===== src/rtl/spectrum_frame_writer.sv =====
// Spectrum display RAM writer: per-bin approximate magnitude of streaming FFT output,
// ping-pong bank selection swapped on vsync, and per-frame peak bin reporting.
module spectrum_frame_writer #(
   parameter int FFT_LEN = 2048,
   parameter int BINS    = 1024,
   parameter int AW      = 10,
   parameter int MAG_W   = 32
) (
   input  logic             clk,
   input  logic             rst,
   input  logic             s_valid,
   input  logic             s_last,
   input  logic [63:0]      s_data,
   input  logic             vsync_pulse,
   output logic             ram_wr_en,
   output logic [AW:0]      ram_wr_addr,
   output logic [MAG_W-1:0] ram_wr_data,
   output logic             rd_bank,
   output logic             frame_done,
   output logic             frame_err,
   output logic             frame_drop,
   output logic [AW-1:0]    peak_bin,
   output logic [MAG_W-1:0] peak_mag
);

   localparam int CW = $clog2(FFT_LEN);
   localparam logic [CW-1:0] LAST_IDX = CW'(FFT_LEN - 1);
   localparam logic [CW:0]   BINS_C   = (CW + 1)'(BINS);
   localparam logic [34:0]   MAG_MAX  = {{(35 - MAG_W){1'b0}}, {MAG_W{1'b1}}};

   typedef enum logic [1:0] {IDLE, CAPTURE, DRAIN, DROP} state_t;

   state_t           state_q, state_d;
   logic [CW-1:0]    idx_q, idx_d;
   logic [1:0]       drain_cnt_q, drain_cnt_d;
   logic             wr_bank_q, wr_bank_d;
   logic             pending_q, pending_d;
   logic             rd_bank_q, rd_bank_d;
   logic             frame_done_q, frame_done_d;
   logic             frame_err_q, frame_err_d;
   logic             frame_drop_q, frame_drop_d;
   logic [AW-1:0]    peak_bin_q, peak_bin_d;
   logic [MAG_W-1:0] peak_mag_q, peak_mag_d;
   logic [AW-1:0]    run_bin_q, run_bin_d;
   logic [MAG_W-1:0] run_max_q, run_max_d;

   logic             s1_v_q, s1_v_d;
   logic [AW:0]      s1_addr_q, s1_addr_d;
   logic [33:0]      s1_re_q, s1_re_d, s1_im_q, s1_im_d;
   logic             s2_v_q, s2_v_d;
   logic [AW:0]      s2_addr_q, s2_addr_d;
   logic [33:0]      s2_max_q, s2_max_d, s2_min_q, s2_min_d;
   logic             ram_wr_en_q, ram_wr_en_d;
   logic [AW:0]      ram_wr_addr_q, ram_wr_addr_d;
   logic [MAG_W-1:0] ram_wr_data_q, ram_wr_data_d;

   logic             wr_fire;
   logic [CW-1:0]    wr_idx;
   logic             bank_sel;
   logic             last_pos;
   logic             in_bins;
   logic [33:0]      re_ext, im_ext;
   logic [34:0]      sum_w;

   // NOTE: every signal gets a default at the top so no path leaves it unassigned,
   // which would otherwise infer a latch.
   always_comb begin
      state_d       = state_q;
      idx_d         = idx_q;
      drain_cnt_d   = drain_cnt_q;
      wr_bank_d     = wr_bank_q;
      pending_d     = pending_q;
      rd_bank_d     = rd_bank_q;
      frame_done_d  = 1'b0;
      frame_err_d   = 1'b0;
      frame_drop_d  = 1'b0;
      peak_bin_d    = peak_bin_q;
      peak_mag_d    = peak_mag_q;
      run_bin_d     = run_bin_q;
      run_max_d     = run_max_q;
      wr_fire       = 1'b0;
      wr_idx        = idx_q;
      bank_sel      = wr_bank_q;
      last_pos      = (idx_q == LAST_IDX);
      in_bins       = ({1'b0, idx_q} < BINS_C);

      if (vsync_pulse && pending_q) begin
         rd_bank_d = ~rd_bank_q;
         pending_d = 1'b0;
      end

      // Running peak follows the written magnitudes as they leave the pipeline.
      if (ram_wr_en_q) begin
         if (ram_wr_addr_q[AW-1:0] == '0 || ram_wr_data_q > run_max_q) begin
            run_max_d = ram_wr_data_q;
            run_bin_d = ram_wr_addr_q[AW-1:0];
         end
      end

      case (state_q)
         IDLE: begin
            if (s_valid) begin
               if (!pending_q || vsync_pulse) begin
                  bank_sel  = ~rd_bank_d;
                  wr_bank_d = bank_sel;
                  wr_idx    = '0;
                  if (s_last) begin
                     frame_err_d = 1'b1;
                  end else begin
                     wr_fire = 1'b1;
                     idx_d   = CW'(1);
                     state_d = CAPTURE;
                  end
               end else begin
                  frame_drop_d = 1'b1;
                  state_d      = s_last ? IDLE : DROP;
               end
            end
         end
         CAPTURE: begin
            if (s_valid) begin
               idx_d = idx_q + 1'b1;
               if (s_last && last_pos) begin
                  wr_fire     = in_bins;
                  idx_d       = '0;
                  drain_cnt_d = '0;
                  state_d     = DRAIN;
               end else if (s_last) begin
                  frame_err_d = 1'b1;
                  idx_d       = '0;
                  state_d     = IDLE;
               end else if (last_pos) begin
                  wr_fire     = in_bins;
                  frame_err_d = 1'b1;
                  idx_d       = '0;
                  state_d     = DROP;
               end else begin
                  wr_fire = in_bins;
               end
            end
         end
         DRAIN: begin
            drain_cnt_d = drain_cnt_q + 2'd1;
            if (drain_cnt_q == 2'd2) begin
               frame_done_d = 1'b1;
               pending_d    = 1'b1;
               peak_bin_d   = run_bin_d;
               peak_mag_d   = run_max_d;
               state_d      = IDLE;
            end
         end
         DROP: begin
            if (s_valid && s_last) state_d = IDLE;
         end
         default: state_d = IDLE;
      endcase

      re_ext    = {{2{s_data[31]}}, s_data[31:0]};
      im_ext    = {{2{s_data[63]}}, s_data[63:32]};
      s1_v_d    = wr_fire;
      s1_addr_d = {bank_sel, wr_idx[AW-1:0]};
      s1_re_d   = re_ext[33] ? (~re_ext + 34'd1) : re_ext;
      s1_im_d   = im_ext[33] ? (~im_ext + 34'd1) : im_ext;

      s2_v_d    = s1_v_q;
      s2_addr_d = s1_addr_q;
      s2_max_d  = (s1_re_q > s1_im_q) ? s1_re_q : s1_im_q;
      s2_min_d  = (s1_re_q > s1_im_q) ? s1_im_q : s1_re_q;

      sum_w         = {1'b0, s2_max_q} + {3'b0, s2_min_q[33:2]} + {4'b0, s2_min_q[33:3]};
      ram_wr_en_d   = s2_v_q;
      ram_wr_addr_d = s2_addr_q;
      ram_wr_data_d = (sum_w > MAG_MAX) ? {MAG_W{1'b1}} : sum_w[MAG_W-1:0];
   end

   // NOTE: state is updated with non-blocking assignments so every flop samples
   // the pre-edge values, independent of statement order.
   always_ff @(posedge clk or posedge rst) begin
      if (rst) begin
         state_q       <= IDLE;
         idx_q         <= '0;
         drain_cnt_q   <= '0;
         wr_bank_q     <= 1'b1;
         pending_q     <= 1'b0;
         rd_bank_q     <= 1'b0;
         frame_done_q  <= 1'b0;
         frame_err_q   <= 1'b0;
         frame_drop_q  <= 1'b0;
         peak_bin_q    <= '0;
         peak_mag_q    <= '0;
         run_bin_q     <= '0;
         run_max_q     <= '0;
         s1_v_q        <= 1'b0;
         s1_addr_q     <= '0;
         s1_re_q       <= '0;
         s1_im_q       <= '0;
         s2_v_q        <= 1'b0;
         s2_addr_q     <= '0;
         s2_max_q      <= '0;
         s2_min_q      <= '0;
         ram_wr_en_q   <= 1'b0;
         ram_wr_addr_q <= '0;
         ram_wr_data_q <= '0;
      end else begin
         state_q       <= state_d;
         idx_q         <= idx_d;
         drain_cnt_q   <= drain_cnt_d;
         wr_bank_q     <= wr_bank_d;
         pending_q     <= pending_d;
         rd_bank_q     <= rd_bank_d;
         frame_done_q  <= frame_done_d;
         frame_err_q   <= frame_err_d;
         frame_drop_q  <= frame_drop_d;
         peak_bin_q    <= peak_bin_d;
         peak_mag_q    <= peak_mag_d;
         run_bin_q     <= run_bin_d;
         run_max_q     <= run_max_d;
         s1_v_q        <= s1_v_d;
         s1_addr_q     <= s1_addr_d;
         s1_re_q       <= s1_re_d;
         s1_im_q       <= s1_im_d;
         s2_v_q        <= s2_v_d;
         s2_addr_q     <= s2_addr_d;
         s2_max_q      <= s2_max_d;
         s2_min_q      <= s2_min_d;
         ram_wr_en_q   <= ram_wr_en_d;
         ram_wr_addr_q <= ram_wr_addr_d;
         ram_wr_data_q <= ram_wr_data_d;
      end
   end

   assign ram_wr_en   = ram_wr_en_q;
   assign ram_wr_addr = ram_wr_addr_q;
   assign ram_wr_data = ram_wr_data_q;
   assign rd_bank     = rd_bank_q;
   assign frame_done  = frame_done_q;
   assign frame_err   = frame_err_q;
   assign frame_drop  = frame_drop_q;
   assign peak_bin    = peak_bin_q;
   assign peak_mag    = peak_mag_q;

endmodule


===== config.mk =====
export PLATFORM = sky130hd
export DESIGN_NAME = spectrum_frame_writer
export DESIGN_NICKNAME = d
export VERILOG_FILES = /design/src/rtl/spectrum_frame_writer.sv
export SDC_FILE = /design/constraint.sdc
export NUM_CORES = 1
export LEC_CHECK = 0
export CAP_MARGIN = 30
export CORE_UTILIZATION = 64
export DETAILED_ROUTE_END_ITERATION = 10
export DONT_BUFFER_PORTS = 1
export PLACE_DENSITY_LB_ADDON = 0.3
export RECOVER_POWER = 50
export SYNTH_ARGS = -nofsm -noshare
export SYNTH_HDL_FRONTEND = slang
export SYNTH_SLANG_ARGS = --single-unit

===== constraint.sdc =====
create_clock -name clk -period 11.95 [get_ports clk]
set_input_delay 2.39 -clock clk [delete_from_list [all_inputs] [get_ports clk]]
set_output_delay 2.39 -clock clk [all_outputs]
set_load 0.02 [all_outputs]

==> results of run 1 <==
-- state kept, by name, indices dropped and copies added (netlist names), 2 cells and up --
name           cells
drain_cnt_q        2
run_max_q         32
peak_mag          32
ram_wr_addr_d     11
s2_min_q          32
state_q            2
s1_addr_q         11
s1_re_q           34
ram_wr_data       32
ram_wr_addr       11
run_bin_q         10
peak_bin          10
idx_q             11
s2_max_q          34
s1_im_q           34
-- layer usage --
layer,GRT usage,routed length (um),part of all wire,vias up
met2,0.397,14300,0.46,332
met1,0.349,14300,0.46,5212
met5,0,0,0,-
li1,-,-,-,5236
met3,0.0477,2040,0.065,43
met4,0.0669,655,0.021,0
-- power by group through the flow --
| stage | registers [mW] | logic [mW] | clock network, mW |
|---|---|---|---|
| finish | 1.64 | 1.50 | 0.869 |
| global route | 1.67 | 1.70 | 0.929 |
| CTS | 1.64 | 1.50 | 0.885 |
| detailed placement | 1.66 | 1.48 | 0 |
| global placement | 1.64 | 1.43 | 0 |
| floorplan | 1.58 | 1.22 | 0 |
-- path summary, 6_finish.rpt --
path,end,slack (ns)
worst min-delay path,ram_wr_addr_d[9]$_DFF_PP0_,0.34
worst max register to register,peak_mag[24]$_DFFE_PP0P_,7.65
worst min register to register,ram_wr_addr_d[9]$_DFF_PP0_,0.34
worst max-delay path,s2_max_q[9]$_DFF_PP0_,6.06
max in group clk,s1_re_q[28]$_DFF_PP0_,7.27
min in group asynchronous,s1_re_q[31]$_DFF_PP0_,3.45
-- area by class of cell --
cell class	count	area [um2]	area share
Clock buffer	45	876	0.0514
Clock inverter	7	41.3	0.00242
Inverter	112	422	0.0247
Multi-Input combinational cell	1036	7540	0.442
Sequential cell	307	7680	0.451
Tap cell	324	405	0.0238
Timing Repair Buffer	8	81.3	0.00477
-- cells by family after synthesis --
family / count (synthesis) / synth area share
flops: 307 / 0.485
mux: 66 / 0.0469
simple gates: 405 / 0.123
compound gates: 333 / 0.131
buf+inv: 170 / 0.0408
xor+xnor: 90 / 0.0497
fa+ha+maj: 138 / 0.124
other cells: 1 / 0.000237
-- per-stage QoR --
stage	area (um2)	power, mW	cells	setup WS [ns]
2_1_floorplan	15900	2.79	1513	1.07
3_3_place_gp	16100	3.07	1786	7.02
3_5_place_dp	16200	3.14	1787	7.01
4_1_cts	17100	4.02	1839	7.57
5_1_grt	17100	4.30	1839	5.05
6_report	17100	4.02	1839	6.06
-- layout by cell type, fill, tap and decap left out, types with 16 or more instances in the layout --
cell | synthesis | routed
nand4_1 | 21 | 21
o21ai_0 | 109 | 109
xnor2_1 | 74 | 74
nor2_1 | 89 | 89
nor3_1 | 19 | 19
nand2_1 | 133 | 133
fa_1 | 32 | 32
clkbuf_16 | 0 | 29
inv_1 | 112 | 110
a21o_1 | 34 | 34
xor2_1 | 16 | 16
ha_1 | 106 | 106
mux2_2 | 66 | 66
a21oi_1 | 59 | 59
dfrtp_1 | 306 | 306
nand3_1 | 63 | 63
o31ai_1 | 17 | 16
a31oi_1 | 46 | 46
==> flow_summary.ini, run 1 <==
[worst_setup_path]
crit_family = buffers and inverters
cp_max_fo = 135
cpPeakStageDelay_ns = 3.02
critPathArrivalTime_ns = 5.54
crit_start = rst
worst-r2r-cell-count = 9
cp.depth = 1
critPathBufInv = 1
path_cells = clkinvlp_2
path_class = input pin to async pin
required_ns = 11.60
crit_slowest_cell = clkinvlp_2
startpoint_type = input pin
cp-end-kind = async pin
r2r-start = ram_wr_data[13]$_DFF_PP0_

[power_and_ir_drop]
intPower_mw = 2.45
power_frac_seq = 0.409
comb_power_share = 0.374
powerDensity_nw_per_um2 = 235
leakage_nw = 7.72
p_clk_frac = 0.216
p_switching_mw = 1.57
ir_worst_vdd_mv = 0.161
power_switching_share = 0.391

[place]
place_hpwl_um = 22600
port_buffers = 0
gp_congestion = 0.872

[global_route]
grt_start_max_net_pins = 174
grt_pass1_vias = 10600
grt_overflow_total = 0
grt.total_usage = 0.248
grt_pass1_wl_um = 52200
antenna_found_initial = 0

[timing]
skew_ns = 0.0131
tightest_slew_ns = 5.53
drv_slew = 256
finalHoldViolCount = 0
rsz0062_at_grt = false
setup_violations = 0
maxSlewHeadroom = -2.70
post-route-period-util = 0.493
fin_crit_ns = 5.89
fmaxAchievable_mhz = 170
setup_tns_ns = 0
timing.hold.ws_ns = 0.344

[min_path]
whs_path_depth = 0
worstHoldStart = s1_addr_q[9]$_DFF_PP0_
hold_path_class = flip-flop to flip-flop

[cts]
cts.clk_slew.worst_paths_ns = 0.06
numCtsBuffers = 29
cts_repair_resize_count = 0
root_buffer = clkbuf_16
postCtsSetupBuffers = 0
cts_tree = yes
postCtsHoldBufs = 0
clkLatencyLatePin_ns = 0.55
htree_levels = 1
cts.sinks = 307
cts_buffer_depth = 3

[job]
drv_cap = 3

[synthesis]
yosysWarnings = 0
yosysMostFrequentCell = dfrtp_1
synthesis.area_um2 = 15900
synth-seq-area-share = 0.485
synth_top_cells_by_count = dfrtp_1 (306), nand2_1 (133), inv_1 (112)
syn-instance-count = 1510
synth_top_cell_area_share = 0.483
avgSynthCellArea_um2 = 10.5
synth_top_area_cell = dfrtp_1
synth_edf_count = 0
synth_cell_types = 59
synthFlopType = dfrtp_1
synth.area.top_cells = dfrtp_1 (48%), ha_1 (8.4%), mux2_2 (4.7%)
synth_seq_cells = 307
async_flop_share = 1.00

[floorplanning]
die_h_um = 159
initial_utilization = 0.652
ios = 159
core-area_um2 = 24300
rows = 57
fp.dieArea_um2 = 25400
die_w_um = 159

[outcome]
violations = max-capacitance violations, max-slew violations
status = finished with violations

[cells_and_area]
fillers = 1732
syn2layout_area_growth_pct = 7.55
nets = 1701
final_core_util = 0.701
diodes = 0
drive_gt1_frac = 0.0845

[route]
first_pass_iters = 5
route.vias.total = 10800
drc_errors = 0
ant_nets = 0
drt_wl_total_um = 31200
routed_via_density = 5.89
wire_per_inst_um = 17.0
dr.first_iter.drc_count = 964
No activity file was read; power rests on OpenSTA's default activity.
==> inputs of run 2 (changes only) <==
- CORE_UTILIZATION: 64 -> 58
- clock period: 11.95 -> 4.9 ns (I/O delays scaled with it)
==> run 2 against run 1 <==
Compared with the run above: the run still ends with max-capacitance violations, max-slew violations left; die area rose by 10%; count of clock-buffer cells in the layout shrank 4; worst setup slack worse by 5.1 ns; via count decreased by 0.81%; largest power group unchanged; sequential share of layout area shrank 0.14 points; clock skew rose by 0.0011 ns; sequential cell count unchanged; critical path depth grew 13; wire length rose by 0.71%.
==> flow_summary.ini, run 2 (synthesized netlist as in run 1, its figures left out) <==
[outcome]
status = finished with violations
violations = max-capacitance violations, max-slew violations

[timing]
skew_ns = 0.0142
tightest_slew_ns = 1.73
drv_slew = 76
rsz0062_at_grt = false
setup_tns_ns = 0
fin_crit_ns = 3.96
worst_slack_ns = 0.942
setup_violations = 0
finalHoldViolCount = 0
post-route-period-util = 0.808
fmaxAchievable_mhz = 253
maxSlewHeadroom = -0.153

[worst_setup_path]
critPathArrivalTime_ns = 4.37
startpoint_type = flip-flop
cp_max_fo = 32
path_class = flip-flop to flip-flop
required_ns = 5.31
cp-end-kind = flip-flop

[place]
place_hpwl_um = 23400
gp_congestion = 0.848
pre_cts_slack_ns = 0.958
dpl_cell_area_um2 = 16200
port_buffers = 0

[cells_and_area]
syn2layout_area_growth_pct = 7.88
fin_area_um2 = 17100
diodes = 0
top_regs = s1_im_q: 34 flops, s1_re_q: 34 flops, s2_max_q: 34 flops
nets = 1705
final_cell_mix = dfrtp_1 (306), nand2_1 (132), inv_1 (110)
drive_gt1_frac = 0.0903
layout_commonest_cell = dfrtp_1

[cts]
cts.sinks = 307
numCtsBuffers = 31
postCtsSetupBuffers = 0
clkLatencyLatePin_ns = 0.56
postCtsHoldBufs = 0
cts.clk_slew.worst_paths_ns = 0.06
root_buffer = clkbuf_16
htree_levels = 1
cts_buffer_depth = 3
cts_repair_resize_count = 0
cts_tree = yes

[power_and_ir_drop]
power_frac_seq = 0.408
power_switching_share = 0.393
comb_power_share = 0.372
leakage_nw = 7.76
intPower_mw = 5.96
p_switching_mw = 3.86
powerDensity_nw_per_um2 = 574
ir_worst_vdd_mv = 0.303
p_clk_frac = 0.220

[route]
ant_nets = 0
drc_errors = 0
drt_wl_total_um = 31500
first_pass_iters = 7
routed_via_density = 5.77
wire_per_inst_um = 16.9
route.vias.total = 10700
dr.first_iter.drc_count = 720

[floorplanning]
initial_utilization = 0.590
ios = 159
die_w_um = 167
fp.dieArea_um2 = 28000
die_h_um = 167
rows = 60
core-area_um2 = 26900

[global_route]
antenna_found_initial = 0
grt_start_max_net_pins = 147
use_met3 = 0.0428
grt_pass1_vias = 10800
grt_pass1_wl_um = 53200
grt.total_usage = 0.230
use_met1 = 0.331
grt_overflow_total = 0
busiest_layer = met2
grtUsageMet2 = 0.364

[job]
drv_cap = 1

[min_path]
hold_path_class = flip-flop to flip-flop
## run 2: critical path, cell delays in order (launching register included)
cell and delay (ns):
dfrtp_1 0.38, inv_1 0.07, fa_1 0.50, inv_1 0.04, ha_1 0.23, fa_1 0.43
a211oi_1 0.32, o21ai_0 0.26, a211oi_1 0.44, nor4_1 0.17, nor4_1 0.20, a31oi_1 0.10
a2111oi_4 0.19, buf_4 0.34, o21ai_0 0.14
## run 2: path summary, 6_finish.rpt
kind	slack (ns)	to	start	cells past startpoint
max in group asynchronous	1.96	ram_wr_addr[10]$_DFF_PP0_	rst	3
setup reg to reg	0.94	ram_wr_data[12]$_DFF_PP0_	s2_min_q[3]$_DFF_PP0_	14
hold reg to reg	0.35	ram_wr_addr[2]$_DFF_PP0_	ram_wr_addr_d[2]$_DFF_PP0_	0
setup / recovery	0.94	ram_wr_data[12]$_DFF_PP0_	s2_min_q[3]$_DFF_PP0_	14
hold / removal	0.35	ram_wr_addr[2]$_DFF_PP0_	ram_wr_addr_d[2]$_DFF_PP0_	0
min in group asynchronous	0.53	run_max_q[12]$_DFF_PP0_	rst	1
## run 2: power by group through the flow
stage               logic [mW]  registers, mW  clock network [mW]
global route              4.19           4.08                2.33
CTS                       3.66           4.00                2.22
global placement          3.55           4.02                   0
floorplan                 2.97           3.85                   0
detailed placement        3.63           4.05                   0
finish                    3.66           4.00                2.16
## run 2: area by class of cell
type	instances	area [um2]
clock inverter	12	72.6
multi-input combinational	1036	7550
timing repair buffer	10	91.3
clock buffer	41	863
inverter	112	422
tap	341	427
fill	2092	9770
sequential	307	7680
## run 2: per-layer routing
layer / up-vias / share of wire
met5: - / 0
met2: 302 / 0.46
met3: 41 / 0.062
met1: 5152 / 0.47
met4: 0 / 0.015
li1: 5240 / -
## run 2: per-stage QoR
step / hold slack, ns / util / std cells / power, mW
2_1_floorplan: 0.331 / - / 1513 / 6.82
3_3_place_gp: 0.331 / 0.602 / 1805 / 7.57
3_5_place_dp: 0.335 / 0.602 / 1805 / 7.68
4_1_cts: 0.345 / 0.637 / 1858 / 9.88
5_1_grt: 0.354 / 0.636 / 1859 / 10.6
6_report: 0.346 / 0.636 / 1859 / 9.82
==> inputs of run 3 (changes only) <==
- clock period: 4.9 -> 3.45 ns (I/O delays scaled with it)
==> run 3 against run 2 <==
Compared with the run above: global-route usage grew 0.38 points; worst hold slack got worse by 0.19 ns; via count rose by 1.2%; register-to-register slack lost 0.80 ns; largest power group unchanged; the run still ends with max-capacitance violations, max-slew violations left.
==> flow_summary.ini, run 3 (synthesized netlist as in run 1, its figures left out) <==
[outcome]
status = finished with violations
violations = max-capacitance violations, max-slew violations

[cells_and_area]
final_cell_mix = dfrtp_1 (306), nand2_1 (133), inv_1 (109)
diodes = 0
final_core_util = 0.657
syn2layout_area_growth_pct = 11.4
fillers = 2067
nets = 1728
fin_area_um2 = 17700
drive_gt1_frac = 0.116
top_regs = s1_im_q: 34 flops, s1_re_q: 34 flops, s2_max_q: 34 flops
layout_commonest_cell = dfrtp_1

[worst_setup_path]
startpoint_type = flip-flop
cp_max_fo = 8
worst-r2r-cell-count = 12
cp-end-kind = flip-flop
required_ns = 3.88
critPathArrivalTime_ns = 3.73
path_class = flip-flop to flip-flop

[place]
pre_cts_slack_ns = -0.0531
gp_congestion = 0.869
dpl_cell_area_um2 = 16400
place_hpwl_um = 23500
port_buffers = 0

[global_route]
grt_pass1_wl_um = 53600
antenna_found_initial = 0
grt_pass1_vias = 10900
grt.total_usage = 0.233
grt_start_max_net_pins = 130
grt_overflow_total = 0

[floorplanning]
core-area_um2 = 26900
ios = 159
rows = 60
initial_utilization = 0.590
die_h_um = 167
die_w_um = 167
fp.dieArea_um2 = 28000

[timing]
worst_slack_ns = 0.147
skew_ns = 0.0145
drv_slew = 175
setup_violations = 0
finalHoldViolCount = 0
fin_crit_ns = 3.30
post-route-period-util = 0.958
tightest_slew_ns = 2.70
fmaxAchievable_mhz = 303
maxSlewHeadroom = -0.801
rsz0062_at_grt = false
timing.hold.ws_ns = 0.161

[cts]
cts.sinks = 307
cts_buffer_depth = 3
htree_levels = 1
cts.clk_slew.worst_paths_ns = 0.06
clkLatencyLatePin_ns = 0.56
cts_tree = yes
root_buffer = clkbuf_16
numCtsBuffers = 31

[route]
ant_nets = 0
first_pass_iters = 5
drt_wl_total_um = 32000
dr.first_iter.drc_count = 676
wire_per_inst_um = 17.0
route.vias.total = 10900
drc_errors = 0
routed_via_density = 5.76

[power_and_ir_drop]
ir_worst_vdd_mv = 0.654
powerDensity_nw_per_um2 = 849
leakage_nw = 8.00

[min_path]
hold_path_class = input pin to flip-flop
whs_path_depth = 0

[job]
drv_cap = 2
run 3: worst max-delay path: stages (launching register included):
cell and delay [ns]:
dfrtp_1 0.41, fa_1 0.47, ha_1 0.38, o21ai_0 0.11
nor2_1 0.15, o22ai_1 0.16, o21a_1 0.24, a211o_1 0.31
and2_1 0.19, a2111oi_4 0.36, buf_6 0.18, buf_12 0.12
o21ai_0 0.08
run 3: layout make-up:
cell class | count | area [um2] | area share
repair buffers | 33 | 353 | 0.0200
multi-input cells | 1036 | 7640 | 0.433
clock inverters | 15 | 262 | 0.0148
flip-flops and latches | 307 | 7680 | 0.435
well taps | 341 | 427 | 0.0241
inverters | 112 | 422 | 0.0239
clock buffers | 42 | 877 | 0.0496
run 3: metrics by stage:
stage	total power, mW	cells	setup TNS [ns]
floorplan	9.72	1513	-405.42
global placement	11.0	1824	0
detailed placement	11.2	1824	-0.0858
CTS	15.0	1885	0
global route	16.1	1886	0
finish	15.0	1886	0
run 3: routing by layer:
layer	GRT usage	vias up	part of all wire
met5	0	-	0
met4	0.0570	0	0.019
met3	0.0428	45	0.061
met2	0.381	298	0.46
met1	0.325	5238	0.46
li1	-	5287	-
run 3: what timing repair did:
item | 4_1_cts | 5_1_grt
gates resized for setup | 7 | 14
cloned | 1 | 1
setup endpoints to repair | 6 | 32
buffers inserted | 3 | 0
hold endpoints to repair | 0 | 0
pin swaps | 7 | 2
hold buffers | 0 | 0
run 3: worst paths after layout:
check	from	to	slack (ns)
max	s2_min_q[6]$_DFF_PP0_	ram_wr_data[4]$_DFF_PP0_	0.15
min	s_data[32]	s1_im_q[0]$_DFF_PP0_	0.16
max reg2reg	s2_min_q[6]$_DFF_PP0_	ram_wr_data[4]$_DFF_PP0_	0.15
min reg2reg	s1_addr_q[5]$_DFF_PP0_	ram_wr_addr_d[5]$_DFF_PP0_	0.35
max in group asynchronous	rst	run_max_q[27]$_DFF_PP0_	0.68
min in group asynchronous	rst	peak_mag[11]$_DFFE_PP0P_	0.95
run 3: where the power goes:
part / leakage [nW] / switching, mW / internal, mW
clock network: 0.551 / 1.34 / 2.30
logic: 3.81 / 3.14 / 2.52
registers: 3.64 / 1.21 / 4.49
total: 8.00 / 5.69 / 9.30
